`config.mk`:
```
export PLATFORM = sky130hd
export DESIGN_NAME = fx3_packet_streamer
export DESIGN_NICKNAME = d
export VERILOG_FILES = /design/src/rtl/fx3_pkg.sv /design/src/rtl/fx3_valid_pipe.sv /design/src/rtl/fx3_packet_streamer.sv
export SDC_FILE = /design/constraint.sdc
export NUM_CORES = 1
export LEC_CHECK = 0
export CORE_ASPECT_RATIO = 0.6
export CORE_MARGIN = 2
export CORE_UTILIZATION = 30
export DETAILED_ROUTE_END_ITERATION = 8
export SETUP_SLACK_MARGIN = 0.2
export SYNTH_ARGS = -nofsm -noshare
export SYNTH_HDL_FRONTEND = slang
export SYNTH_SLANG_ARGS = --single-unit
```
`constraint.sdc`:
```
create_clock -name fx3Clk -period 5.5 [get_ports fx3Clk]
set_input_delay 0.825 -clock fx3Clk [delete_from_list [all_inputs] [get_ports fx3Clk]]
set_output_delay 0.825 -clock fx3Clk [all_outputs]
set_load 0.03 [all_outputs]
```
`src/rtl/fx3_pkg.sv`:
```
// fx3_pkg: shared definitions for the FX3 packet streamer.
//   state_t          - streamer FSM encoding
//   DEF_PACKET_WORDS - default USB packet length in 16-bit words
//   DEF_CNT_W        - word-counter width for the default packet length
//   cnt_width()      - word-counter width for any packet length
package fx3_pkg;

  typedef enum logic [1:0] {
    IDLE   = 2'd0,
    STREAM = 2'd1,
    DRAIN  = 2'd2,
    GAP    = 2'd3
  } state_t;

  localparam int DEF_PACKET_WORDS = 8192;
  localparam int DEF_CNT_W        = $clog2(DEF_PACKET_WORDS);

  function automatic int cnt_width(input int words);
    return (words > 1) ? $clog2(words) : 1;
  endfunction

endpackage

```
`src/rtl/fx3_valid_pipe.sv`:
```
// fx3_valid_pipe: READ_LATENCY-deep shift register that tracks which cycles
// of the FIFO read path carry a real word, plus a tag marking the last word
// of the packet. At the pipeline tail the word is registered onto the bus.
//   fx3Clk, nReset - clock, async active-low reset
//   rd, rd_last    - read request this cycle / it is the packet's last word
//   din            - word from the FIFO path (aligned to the pipeline tail)
//   wr, pkt_end    - registered write strobe / end-of-packet qualifier
//   dout           - registered bus data, held while wr is low
//   empty          - no read is in flight
//   tail_last      - last word is at the tail this cycle (pre-register)
module fx3_valid_pipe #(
  parameter int READ_LATENCY = 2
) (
  input  logic        fx3Clk,
  input  logic        nReset,
  input  logic        rd,
  input  logic        rd_last,
  input  logic [15:0] din,
  output logic        wr,
  output logic        pkt_end,
  output logic [15:0] dout,
  output logic        empty,
  output logic        tail_last
);

  logic [READ_LATENCY:1] vld_pipe;
  logic [READ_LATENCY:1] tag_pipe;

  always_ff @(posedge fx3Clk or negedge nReset) begin
    if (!nReset) begin
      vld_pipe <= '0;
      tag_pipe <= '0;
      wr       <= 1'b0;
      pkt_end  <= 1'b0;
      dout     <= '0;
    end else begin
      vld_pipe[1] <= rd;
      tag_pipe[1] <= rd_last;
      for (int i = 2; i <= READ_LATENCY; i++) begin
        vld_pipe[i] <= vld_pipe[i-1];
        tag_pipe[i] <= tag_pipe[i-1];
      end
      wr      <= vld_pipe[READ_LATENCY];
      pkt_end <= tail_last;
      if (vld_pipe[READ_LATENCY]) dout <= din;
    end
  end

  assign empty     = ~|vld_pipe;
  assign tail_last = vld_pipe[READ_LATENCY] & tag_pipe[READ_LATENCY];

endmodule

```
`src/rtl/fx3_packet_streamer.sv`:
```
// fx3_packet_streamer: bursts one full packet from the sample FIFO onto the
// FX3 GPIF bus once a packet is buffered and the FX3 has a free DMA buffer.
//   fx3Clk, nReset          - GPIF clock, async active-low reset
//   enable                  - capture session active
//   dataAvailable, fx3Ready - a full packet is buffered / FX3 buffer free
//   bufferError             - FIFO near-full/full
//   dataIn                  - word from the FIFO path, READ_LATENCY after readData
//   readData                - FIFO read request
//   fx3Data, fx3Wr          - GPIF bus data and write strobe
//   fx3PktEnd               - high with the last write of each packet
//   overflow                - sticky bufferError seen while enabled
//   packetCount             - completed packets, wraps at 2^16
//   busy                    - FSM not IDLE
module fx3_packet_streamer
  import fx3_pkg::*;
#(
  parameter int PACKET_WORDS = DEF_PACKET_WORDS,
  parameter int READ_LATENCY = 2,
  parameter int GAP_CYCLES   = 4
) (
  input  logic        fx3Clk,
  input  logic        nReset,
  input  logic        enable,
  input  logic        dataAvailable,
  input  logic        bufferError,
  input  logic        fx3Ready,
  input  logic [15:0] dataIn,
  output logic        readData,
  output logic [15:0] fx3Data,
  output logic        fx3Wr,
  output logic        fx3PktEnd,
  output logic        overflow,
  output logic [15:0] packetCount,
  output logic        busy
);

  localparam int            CW        = cnt_width(PACKET_WORDS);
  localparam logic [CW-1:0] LAST_WORD = CW'(PACKET_WORDS - 1);
  localparam logic [3:0]    LAST_GAP  = 4'(GAP_CYCLES - 1);

  state_t        state;
  logic [CW-1:0] word_cnt;
  logic [3:0]    gap_cnt;
  logic          rd_last;
  logic          pipe_empty;
  logic          tail_last;

  // word_cnt is only meaningful while reading, so gate the tag with readData.
  assign rd_last = readData && (word_cnt == LAST_WORD);
  assign busy    = (state != IDLE);

  fx3_valid_pipe #(.READ_LATENCY(READ_LATENCY)) u_pipe (
    .fx3Clk    (fx3Clk),
    .nReset    (nReset),
    .rd        (readData),
    .rd_last   (rd_last),
    .din       (dataIn),
    .wr        (fx3Wr),
    .pkt_end   (fx3PktEnd),
    .dout      (fx3Data),
    .empty     (pipe_empty),
    .tail_last (tail_last)
  );

  always_ff @(posedge fx3Clk or negedge nReset) begin
    if (!nReset) begin
      state    <= IDLE;
      readData <= 1'b0;
      word_cnt <= '0;
      gap_cnt  <= '0;
    end else begin
      case (state)
        IDLE: begin
          // fx3Ready is only looked at here: a free FX3 buffer always
          // holds a whole packet, so the burst never needs throttling.
          if (enable && dataAvailable && fx3Ready) begin
            state    <= STREAM;
            readData <= 1'b1;
            word_cnt <= '0;
          end
        end
        STREAM: begin
          if (word_cnt == LAST_WORD) begin
            readData <= 1'b0;
            state    <= DRAIN;
          end else begin
            word_cnt <= word_cnt + 1'b1;
          end
        end
        DRAIN: begin
          // pkt_end is high during the final write; the pipe is empty by then.
          if (fx3PktEnd && pipe_empty) begin
            state   <= GAP;
            gap_cnt <= '0;
          end
        end
        GAP: begin
          if (gap_cnt == LAST_GAP) state <= IDLE;
          else                     gap_cnt <= gap_cnt + 1'b1;
        end
        default: state <= IDLE;
      endcase
    end
  end

  always_ff @(posedge fx3Clk or negedge nReset) begin
    if (!nReset) begin
      overflow    <= 1'b0;
      packetCount <= '0;
    end else begin
      if (enable && bufferError)       overflow <= 1'b1;
      else if (!enable && state == IDLE) overflow <= 1'b0;
      if (tail_last) packetCount <= packetCount + 16'd1;
    end
  end

endmodule

```
== Yosys cells after proc, flatten, opt, wreduce, memory -nomap -nowiden ==
Cells that the tools add are included.
Widths: inputs -> output; s select.

* Add/sub/neg operators: 3
* Eq/ne operators: 11
* Muxes and demuxes: 16
* Bitwise gates (word level): 1
* Reduce and logical (&&, ||, !) cells: 18

{| class="wikitable"
|+ Operators with widths
! operator !! count
|-
| $mux 13 || 2
|-
| $pmux 13 s2 || 1
|-
| $add 16x1->16 const B || 1
|-
| $add 13x1->13 const B || 1
|-
| $eq 13x13->1 const B || 1
|-
| $ne 2x2->1 const B || 6
|-
| $reduce_and 3->1 || 3
|-
| $mux 2 || 4
|-
| $mux 4 || 2
|-
| $pmux 2 s4 || 1
|-
| $pmux 4 s2 || 1
|-
| $reduce_bool 2->1 || 4
|-
| $logic_and 1x1->1 || 6
|-
| $add 4x1->4 const B || 1
|-
| $eq 2x2->1 const B || 2
|-
| $eq 4x2->1 const B || 1
|-
| $mux 1 || 4
|-
| $reduce_and 4->1 || 1
|-
| $eq 2x1->1 const B || 1
|-
| $logic_not 1->1 || 2
|-
| $logic_not 2->1 || 1
|-
| $pmux 1 s2 || 1
|-
| $reduce_or 2->1 || 1
|-
| $and 1x1->1 || 1
|}

* Register bits: 59
* Bits of input ports: 22

== Depth between registers and ports, before layout ==
Gate-level depths: netlist of the first run.

* Word-level depth: 5
* Mapped depth: 7

== By module ==
From an unflattened synthesis of the first run, not the netlist that was laid out.

* Cell total of the unflattened synthesis: 238
* Area, all modules: 2786.4 µm²

{| class="wikitable"
|+ By module, submodules not included
! module !! times used !! cells an instance !! area an instance (µm²)
|-
| fx3_packet_streamer || 1 || 196 || 1983.2
|-
| fx3_valid_pipe || 1 || 42 || 803.3
|}

== Worst setup path before layout of the first run ==
Ideal clock, no wire load.

* Path type: input -> register
* Start point: input port fx3Ready
* End point: register word_cnt[9]
* Data arrival time: 1.837 ns
* Slack: 3.585 ns
* Stages: 4
* Cell sequence: and4_1 o211ai_1 or4_1 a21oi_1

* Longest elaborated chain between the ends: 3

{| class="wikitable"
|+ RTL lines
! element !! RTL line !! RTL
|-
| start: declaration || fx3_packet_streamer.sv:26 || <nowiki>input logic fx3Ready,</nowiki>
|-
| $logic_and 1x1->1 || fx3_packet_streamer.sv:76 || <nowiki>if (enable && dataAvailable && fx3Ready) begin</nowiki>
|-
| $ne 2x2->1 (no source line) || -- ||
|-
| $reduce_and 3->1 (no source line) || -- ||
|-
| end signal: assignment || fx3_packet_streamer.sv:87 || <nowiki>word_cnt <= word_cnt + 1'b1;</nowiki>
|-
| end: declaration || fx3_packet_streamer.sv:42 || <nowiki>logic [CW-1:0] word_cnt;</nowiki>
|}

Every way passes these cells.
A chain may end at the register's enable or synchronous reset.

== Worst setup path after layout of the first run ==
* Start point: register state[0]
* End point: output port busy

* Longest elaborated chain between the ends: 1

{| class="wikitable"
|+ RTL lines
! element !! RTL line !! RTL
|-
| start: declaration || fx3_packet_streamer.sv:41 || <nowiki>state_t state;</nowiki>
|-
| start signal: assignment || fx3_packet_streamer.sv:67 || <nowiki>state <= IDLE;</nowiki>
|-
| start signal: assignment || fx3_packet_streamer.sv:77 || <nowiki>state <= STREAM;</nowiki>
|-
| start signal: assignment || fx3_packet_streamer.sv:85 || <nowiki>state <= DRAIN;</nowiki>
|-
| $reduce_bool 2->1 || fx3_packet_streamer.sv:50 || <nowiki>assign busy = (state != IDLE);</nowiki>
|-
| end: declaration || fx3_packet_streamer.sv:34 || <nowiki>output logic busy</nowiki>
|}

Every way passes these cells.

==> results of run 1 <==
==> kinds of logic after synthesis <==
group                      count (synthesis)
and+or+nand+nor                           99
DFF                                       59
AOI/OAI and AO/OA                         33
muxes                                     22
xor gates and xnor gates                  15
buffers and inverters                     13
adders and majority gates                  8
==> registers in the layout, summed over array words and instances (netlist names) <==
name             count
packetCount         16
u_pipe.dout         16
word_cnt            13
gap_cnt              4
state                2
u_pipe.tag_pipe      2
u_pipe.vld_pipe      2
overflow             1
readData             1
u_pipe.pkt_end       1
u_pipe.wr            1
==> how the worst max path moves through the flow <==
stage                               to  slack [ns]  cells after the start
6_report                          busy        2.84                      4
5_1_grt                           busy        2.74                      4
4_1_cts                           busy        2.82                      4
3_5_place_dp   word_cnt[4]$_DFFE_PN0P_        2.88                      5
3_3_place_gp   word_cnt[9]$_DFFE_PN0P_        2.96                      5
2_1_floorplan  word_cnt[9]$_DFFE_PN0P_        3.59                      4
==> cells in the final DEF, fill, tap and decap left out, types with 2 or more instances in the layout <==
master,n
and4_4,2
a21oi_1,8
nand2_1,32
clkbuf_8,3
o311ai_0,5
dfrtp_1,59
xor2_1,7
o21ai_0,6
mux2_2,17
clkdlybuf4s50_1,57
clkbuf_16,9
o211ai_1,4
nand3b_1,2
ha_1,8
nor2_1,11
nor2b_1,3
mux2i_1,4
o31ai_1,2
clkinvlp_4,2
inv_1,7
xnor2_1,8
nand3_1,13
nand4_1,5
nand4b_1,2
or4_1,2
nor3_1,6
or3_1,4
and2_1,3
and3_1,3
nand2b_1,5
==> where the power goes <==
part	internal, uW	switching [uW]	total [uW]
sequential	436	1.02	437
combinational	15.7	14.0	29.7
clock	387	191	578
total	839	206	1040
==> layer usage <==
layer	vias to the layer above	part of all wire (%)
met1	989	51
met3	9	7.8
li1	1032	-
met4	0	1.0
met2	71	40
met5	-	0
==> layout make-up <==
class                      count  area, sq um  area share, %
sequential                    59         1480           39.0
multi-input combinational    177         1240           32.7
timing repair buffer          59          583           15.4
clock buffer                  13          270           7.14
tap                          116          145           3.83
clock inverter                 3         45.0           1.19
inverter                       7         26.3          0.694
==> metrics by stage <==
stage | setup slack (ns) | std cells | hold WS, ns | instance area (sq um) | total power, uW
after floorplan | 3.59 | 249 | 0.331 | 2770 | 448
after global placement | 2.96 | 418 | 0.333 | 3470 | 475
after detailed placement | 2.88 | 418 | 0.350 | 3470 | 475
after CTS | 2.82 | 434 | 0.361 | 3790 | 1060
after global routing | 2.74 | 434 | 0.369 | 3790 | 1090
final | 2.84 | 434 | 0.354 | 3790 | 1040
==> critical path, cell delays in order (launching register included) <==
cell             delay (ns)
dfrtp_1                0.38
inv_1                  0.10
ha_1                   0.26
inv_1                  0.10
clkdlybuf4s50_1        0.67
==> results_dict.tcl, run 1 <==
set metrics [dict create \
    clockRootBuffer "clkbuf_16" \
    routed_antenna_nets 0 \
    crit_required_ns 4.68 \
    yosys.cell_count.top_type "dfrtp_1" \
    criticalPathCategory "reg -> out" \
    crit_path_start "state[0]$_DFFE_PN0P_" \
    wl_per_cell_um 13.8 \
    gr-total-overflow 0 \
    postCtsHoldBufs 0 \
    setup_viol 0 \
    cts.repair_timing.setup_buffer_count 0 \
    synth_top_area_share_pct 53.3 \
    post_route_cells_drive_above_1_share_pct 12.3 \
    n_fill_cell 869 \
    remaining_drc_errors 0 \
    met1_usage_pct 18.6 \
    drtIter0Drc 113 \
    tns_setup_ns 0 \
    timing.critical_path.to_type "output port" \
    cts_buffer_depth 2 \
    tritoncts.num_buffers 9 \
    worst-path-max-fanout 5 \
    totalWireLength_mm 6.00 \
    chipWidth_um 128 \
    netlist_instances 249 \
    ys_seq_area_share_pct 53.3 \
    regToRegStartpoint "state[1]$_DFFE_PN0P_" \
    buffer_ports.inserted 58 \
    syn2layout_area_growth_pct 36.8 \
    skew_ns 0.00433 \
    yosys.area_share.adder_pct 3.62 \
    first_global_vias 2008 \
    dr.pass1.iters 5 \
    worstPathArrival_ns 1.84 \
    ys.flop_type "dfrtp_1" \
    busiest_layer "met1" \
    yosysWarnings 0 \
    vias_per_cell 4.84 \
    ys_ff_latch 59 \
    p_leak_uw 0.00170 \
    n_antenna_cell 0 \
    yosys-mux-area-fraction_pct 8.91 \
    regToRegEndpoint "word_cnt[6]$_DFFE_PN0P_" \
    post_synth_num_cell_types 44 \
    netlist_area_sq_mm 0.00277 \
    finalWorstPathRequiredPeriod_ns 2.66 \
    gp_congestion 0.817 \
    postCtsResizedCells 0 \
    max_cap_violations 0 \
    worst-slew-pin-transition_ns 0.753 \
    tritoncts_num_sinks 59 \
    met2_demand_to_capacity_share_in_global_routing_pct 17.4 \
    whs_path_depth 0 \
    insertion_delay_ns 0.33 \
    synth-simple-area-share_pct 19.3 \
    synth_top_family_by_area "simple AND/OR/NAND/NOR gates" \
    xor_and_xnor_area_share_after_synthesis_pct 4.75 \
    worstSetupStartpointType "flop" \
    r2r_slack_ns 3.21 \
    synth_enable_flop_cells 0 \
    antenna_found_initial 0 \
    post-synth-top-area-cell "dfrtp_1" \
    power_per_cell_area_mw_per_mm2 276 \
    outcome "finished, final reports clean" \
    final_report_hold_violation_count 0 \
    globalRouteMet3Util_pct 6.07 \
    hold_worst_path_end "u_pipe.tag_pipe[2]$_DFF_PN0_" \
    max_freq_ghz 0.376 \
    synth_compound_gate_area_share_pct 8.27 \
    rsz0062_at_grt "false" \
    syn_nets 279 \
    floorplan.core_area_sq_mm 0.00905 \
    cts_tree "built" \
    slew_headroom_pct 49.8 \
    grt_use_total_pct 13.1 \
    postLayoutCoreUtil_pct 41.8 \
    async_sr_flop_fraction_pct 100 \
    period_share_pct 48.4 \
    die_h_um 78.4 \
    grt_start_max_net_pins 60 \
    floorplan.initialDensity_pct 30.6 \
    row_count 27 \
    final-max-slew-violation-count 0 \
    holdCritStartpoint "u_pipe.tag_pipe[1]$_DFF_PN0_" \
    routed-via-count 2101 \
    die-area_sq_mm 0.0100 \
    cts-htree-levels 3 \
    synth.cells.most_frequent "59 x dfrtp_1, 32 x nand2_1, 17 x mux2_2" \
    top_post_synthesis_cells_by_area "dfrtp_1 53%, mux2_2 6.9%, nand2_1 4.3%, ha_1 3.6%, xnor2_1 2.5%" \
    path_clk_slew_ns 0.05 \
    reg2regPathDepth 6 \
    layout.nets 343 \
    power.ir.vdd_worst_v 0.000136 \
    post_synth.cell_area_avg_sq_um 11.1 \
    timing.hold.worst.class "reg -> reg" \
    num_io_pins 59 \
    detailedPlacementHpwl_mm 4.24 \
    first_pass_grt_wire_length_mm 10.0 \
]
Note: power is estimated with default switching activity, not from simulation.
==> inputs of run 2 (changes only) <==
- clock period: 5.5 -> 2.5 ns (I/O delays scaled with it)
==> results_dict.tcl, run 2 (same netlist as run 1, synthesis figures left out) <==
set metrics [dict create \
    outcome "finished, final reports clean" \
    worstPathArrival_ns 2.30 \
    tns_setup_ns 0 \
    gp_congestion 0.866 \
    setup_slack_ns 0.443 \
    dr_wl_met3_um 606 \
    routed-via-count 2141 \
    gr-total-overflow 0 \
    vias_per_cell 4.91 \
    cts_buffer_depth 2 \
    power.share.switching_pct 20.8 \
    timing.critical_path.to_type "flop" \
    setup_viol 0 \
    p_leak_uw 0.00170 \
    cts.repair_timing.setup_buffer_count 0 \
    clockRootBuffer "clkbuf_16" \
    comb_power_share_pct 3.1 \
    highest-signal-layer "met4" \
    tritoncts_num_sinks 59 \
    crit_required_ns 2.75 \
    floorplan.core_area_sq_mm 0.00905 \
    layout_top_registers "packetCount (16), u_pipe.dout (16), word_cnt (13)" \
    rsz0062_at_grt "false" \
    regToRegEndpoint "word_cnt[9]$_DFFE_PN0P_" \
    criticalPathCategory "reg -> reg" \
    met1_length_mm 3.06 \
    r2r_slack_ns 0.44 \
    tritoncts.num_buffers 9 \
    worstSetupStartpointType "flop" \
    drtIter0Drc 102 \
    final-max-slew-violation-count 0 \
    most_used_cells_in_the_layout_excluding_fill_and_tap_cells "59 x dfrtp_1, 56 x clkdlybuf4s50_1, 32 x nand2_1, 17 x mux2_2, 13 x nand3_1" \
    regToRegStartpoint "state[1]$_DFFE_PN0P_" \
    first_pass_grt_wire_length_mm 10.2 \
    die_h_um 78.4 \
    remaining_drc_errors 0 \
    total_switching_power_uw 442 \
    detailedPlacementHpwl_mm 4.35 \
    timing.hold.worst.class "in -> async" \
    area_occupied_by_registers_sq_mm 0.00148 \
    mostFrequentLayoutCell "dfrtp_1" \
    final_report_hold_violation_count 0 \
    power_per_cell_area_mw_per_mm2 563 \
    totalWireLength_mm 6.02 \
    n_antenna_cell 0 \
    post_route_cells_drive_above_1_share_pct 13.1 \
    wl_per_cell_um 13.8 \
    cts_tree "built" \
    grt_start_max_net_pins 60 \
    n_fill_cell 886 \
    syn2layout_area_growth_pct 36.0 \
    die-area_sq_mm 0.0100 \
    period_share_pct 82.3 \
    finalWorstPathRequiredPeriod_ns 2.06 \
    post_place_worst_slack_ns 0.384 \
    power_frac_clock_pct 51.5 \
    max_cap_violations 0 \
    floorplan.initialDensity_pct 30.6 \
    row_count 27 \
    antenna_found_initial 0 \
    power.ir.vdd_worst_v 0.000323 \
    max_freq_ghz 0.486 \
    worst-path-max-fanout 6 \
    slew_headroom_pct 50.5 \
    seq_power_share_pct 45.4 \
    first_global_vias 2050 \
    grt_use_total_pct 13.2 \
    chipWidth_um 128 \
    path_clk_slew_ns 0.05 \
    layout.nets 346 \
    insertion_delay_ns 0.32 \
    cts-htree-levels 3 \
    reg2regPathDepth 6 \
    worst-slew-pin-transition_ns 0.743 \
    route.met2.wl_mm 2.32 \
    num_io_pins 59 \
    dr.pass1.iters 4 \
    skew_ns 0.00666 \
    buffer_ports.inserted 58 \
    multi_input_comb_area_sq_mm 0.00124 \
    routed_antenna_nets 0 \
    power_report.internal_total_uw 1680 \
]
run 2: changes by cell type in the layout (fill, tap and decap cells not counted), sizes merged:
cell,previous run,this run
bufinv,1,0
clkdlybuf4s50,57,56
clkinv,0,3
clkbuf,13,10
dlymetal6s2s,0,1
buf,2,5
run 2: cell type report:
type,instances,area share [%]
Multi-Input combinational cell,177,32.9
Sequential cell,59,39.2
Tap cell,116,3.86
Clock inverter,5,0.798
Inverter,7,0.698
Timing Repair Buffer,62,16.2
Clock buffer,10,6.35
run 2: worst max-delay path, cell delays in order (launching register included):
cell and delay [ns]:
dfrtp_1 0.41, inv_1 0.11, ha_1 0.33, nor2b_1 0.26, o211ai_1 0.21, or4_1 0.51
a21oi_1 0.15
run 2: what timing repair did:
action / CTS / global route
hold buffers: 0 / 0
resized for setup: 0 / 1
endpoints found under the setup margin: 0 / 1
run 2: worst max path at each step:
stage / cells after the start / slack (ns) / start / endpoint
floorplan: 5 / 0.62 / word_cnt[0]$_DFFE_PN0P_ / state[1]$_DFFE_PN0P_
global placement: 5 / 0.44 / enable / word_cnt[9]$_DFFE_PN0P_
detailed placement: 5 / 0.38 / enable / word_cnt[9]$_DFFE_PN0P_
CTS: 4 / 0.24 / state[0]$_DFFE_PN0P_ / busy
global route: 6 / 0.31 / state[1]$_DFFE_PN0P_ / word_cnt[9]$_DFFE_PN0P_
finish: 6 / 0.44 / state[1]$_DFFE_PN0P_ / word_cnt[9]$_DFFE_PN0P_
run 2: layer usage:
metal  track usage, %  vias up
li1                 -     1041
met5                0        -
met3             6.34        4
met1             18.6     1006
met4             4.62        0
met2             17.3       90
run 2: power by group through the flow:
| stage | logic, uW | clock network (uW) | registers (uW) |
|---|---|---|---|
| final | 66.2 | 1090 | 962 |
| after floorplan | 2.64 | 0 | 983 |
| after CTS | 68.7 | 1130 | 961 |
| after detailed placement | 68.1 | 0 | 977 |
| after global placement | 67.8 | 0 | 977 |
| after global routing | 74.3 | 1200 | 961 |
run 2: through the flow:
step	std cells	util [%]	cell area, sq um	hold slack (ns)	total power, uW
detailed placement	421	38.6	3490	0.346	1050
global placement	421	38.6	3490	0.332	1040
finish	436	41.6	3760	0.199	2120
global route	436	41.6	3760	0.262	2230
CTS	436	41.6	3760	0.234	2160
floorplan	249	-	2770	0.0794	985
==> inputs of run 3 (changes only) <==
- clock period: 2.5 -> 2.05 ns (I/O delays scaled with it)
==> results_dict.tcl, run 3 (same netlist as run 1, synthesis figures left out) <==
set metrics [dict create \
    worst-path-max-fanout 3 \
    final_design_area_no_fill_sq_mm 0.00398 \
    vias_per_cell 4.84 \
    row_count 27 \
    holdCritStartpoint "u_pipe.tag_pipe[1]$_DFF_PN0_" \
    criticalPathCategory "reg -> reg" \
    routed-via-count 2177 \
    power_report.internal_total_uw 2190 \
    gr-total-overflow 0 \
    chipWidth_um 128 \
    period_share_pct 91.6 \
    r2r_slack_ns 0.17 \
    power.share.switching_pct 20.9 \
    comb_power_share_pct 3.1 \
    finalWorstPathRequiredPeriod_ns 1.88 \
    slew_headroom_pct 72.1 \
    post_route_cells_drive_above_1_share_pct 21.0 \
    layout.nets 359 \
    die_h_um 78.4 \
    skew_ns 0.00487 \
    cp_num_buf_inv 0 \
    path_clk_slew_ns 0.05 \
    power_per_cell_area_mw_per_mm2 696 \
    floorplan.core_area_sq_mm 0.00905 \
    post_place_worst_slack_ns 0.0243 \
    totalWireLength_mm 6.40 \
    timing.hold.worst.class "reg -> reg" \
    total_power_uw 2770 \
    grt_use_total_pct 14.2 \
    path_cells "ha_2, or3b_4, and2_4, a2111o_1, mux2_4" \
    max_freq_ghz 0.532 \
    layout_top_registers "packetCount (16), u_pipe.dout (16), word_cnt (13)" \
    outcome "finished, final reports clean" \
    worstPathArrival_ns 2.09 \
    tritoncts_num_sinks 59 \
    detailedPlacementHpwl_mm 4.36 \
    routed_antenna_nets 0 \
    cts_tree "built" \
    seq_power_share_pct 42.3 \
    power_frac_clock_pct 54.6 \
    insertion_delay_ns 0.33 \
    die-area_sq_mm 0.0100 \
    n_antenna_cell 0 \
    critical_path.slowest_cell "a2111o_1" \
    syn2layout_area_growth_pct 43.7 \
    total_switching_power_uw 579 \
    buffer_ports.inserted 58 \
    floorplan.initialDensity_pct 30.6 \
    first_global_vias 2188 \
    regToRegEndpoint "state[1]$_DFFE_PN0P_" \
    grt_start_max_net_pins 60 \
    hold_worst_path_end "u_pipe.tag_pipe[2]$_DFF_PN0_" \
    wl_per_cell_um 14.2 \
    regToRegStartpoint "gap_cnt[1]$_DFFE_PN0P_" \
    rsz0062_at_grt "true" \
    max_cap_violations 0 \
    final_cells 450 \
    gp_congestion 0.805 \
    placed_area_sq_mm 0.00355 \
    placed_cells 427 \
    dr.pass1.iters 4 \
    clockRootBuffer "clkbuf_16" \
    reg2regPathDepth 5 \
    timing.critical_path.to_type "flop" \
    first_pass_grt_wire_length_mm 10.7 \
    cp_delay_by_family_top "simple AND/OR/NAND/NOR gates" \
    setup_slack_ns 0.172 \
    mostFrequentLayoutCell "dfrtp_1" \
    power.ir.vdd_worst_v 0.000340 \
    worstSetupStartpointType "flop" \
    setup_viol 0 \
    antenna_found_initial 0 \
    remaining_drc_errors 0 \
    worst-slew-pin-transition_ns 0.417 \
    most_used_cells_in_the_layout_excluding_fill_and_tap_cells "58 x dfrtp_1, 56 x clkdlybuf4s50_1, 32 x nand2_1, 17 x mux2_2, 14 x buf_4" \
    tns_setup_ns 0 \
    crit_path_max_cell_delay_ns 0.38 \
    final-max-slew-violation-count 0 \
    num_io_pins 59 \
    whs_path_depth 0 \
    p_leak_uw 0.00180 \
    final_report_hold_violation_count 0 \
    crit_required_ns 2.26 \
    tritoncts.num_buffers 9 \
    drtIter0Drc 111 \
    cts_buffer_depth 2 \
    cts-htree-levels 3 \
]
==> run 3: changes by cell type in the layout (fill, tap and decap cells not counted), moves of 2 or more <==
cell and change:
ha_2 +2, ha_1 -4, o311ai_1 +2, o311ai_0 -3
inv_1 -2, inv_2 +2, buf_4 +10, and4_4 +2
ha_4 +2
==> run 3: worst max-delay path by stage <==
stage	startpoint	end	depth (start not counted)
finish	gap_cnt[1]$_DFFE_PN0P_	state[1]$_DFFE_PN0P_	5
floorplan	word_cnt[0]$_DFFE_PN0P_	state[1]$_DFFE_PN0P_	5
CTS	gap_cnt[1]$_DFFE_PN0P_	state[1]$_DFFE_PN0P_	5
global placement	enable	word_cnt[9]$_DFFE_PN0P_	5
global route	gap_cnt[1]$_DFFE_PN0P_	state[1]$_DFFE_PN0P_	5
detailed placement	enable	word_cnt[6]$_DFFE_PN0P_	5
==> run 3: per-stage QoR <==
| stage | hold slack [ns] | util, % |
|---|---|---|
| final | 0.344 | 43.9 |
| after global routing | 0.357 | 43.9 |
| after CTS | 0.348 | 43.2 |
| after detailed placement | 0.336 | 39.2 |
| after global placement | 0.336 | 39.2 |
| after floorplan | 0.0119 | - |
==> run 3: timing repair <==
| item | CTS | global route |
|---|---|---|
| pin swaps | 0 | 3 |
| buffers inserted | 2 | 4 |
| hold buffers | 1 | 0 |
| setup endpoints to repair | 8 | 9 |
| resized for setup | 12 | 14 |
| hold endpoints to repair | 42 | 0 |
==> run 3: cell type report <==
cell class,instances,area [sq um]
multi-input cells,177,1310
clock buffers,10,239
fillers,862,5080
clock inverters,6,63.8
well taps,116,145
flip-flops and latches,59,1480
inverters,7,26.3
repair buffers,75,717
==> run 3: layer usage <==
layer	up-vias	GRT usage, %	wire length [um]
met5	-	0	0
met4	0	5.71	33
met3	4	6.20	392
met2	53	18.3	2590
met1	1053	20.3	3390
li1	1067	-	-
==> run 3: power by group through the flow <==
stage / Clock [uW] / Combinational [uW] / Sequential [uW]
2_1_floorplan: 0 / 3.22 / 1200
3_3_place_gp: 0 / 85.8 / 1190
3_5_place_dp: 0 / 86.4 / 1190
4_1_cts: 1560 / 88.5 / 1170
5_1_grt: 1620 / 95.1 / 1170
6_report: 1510 / 85.4 / 1170
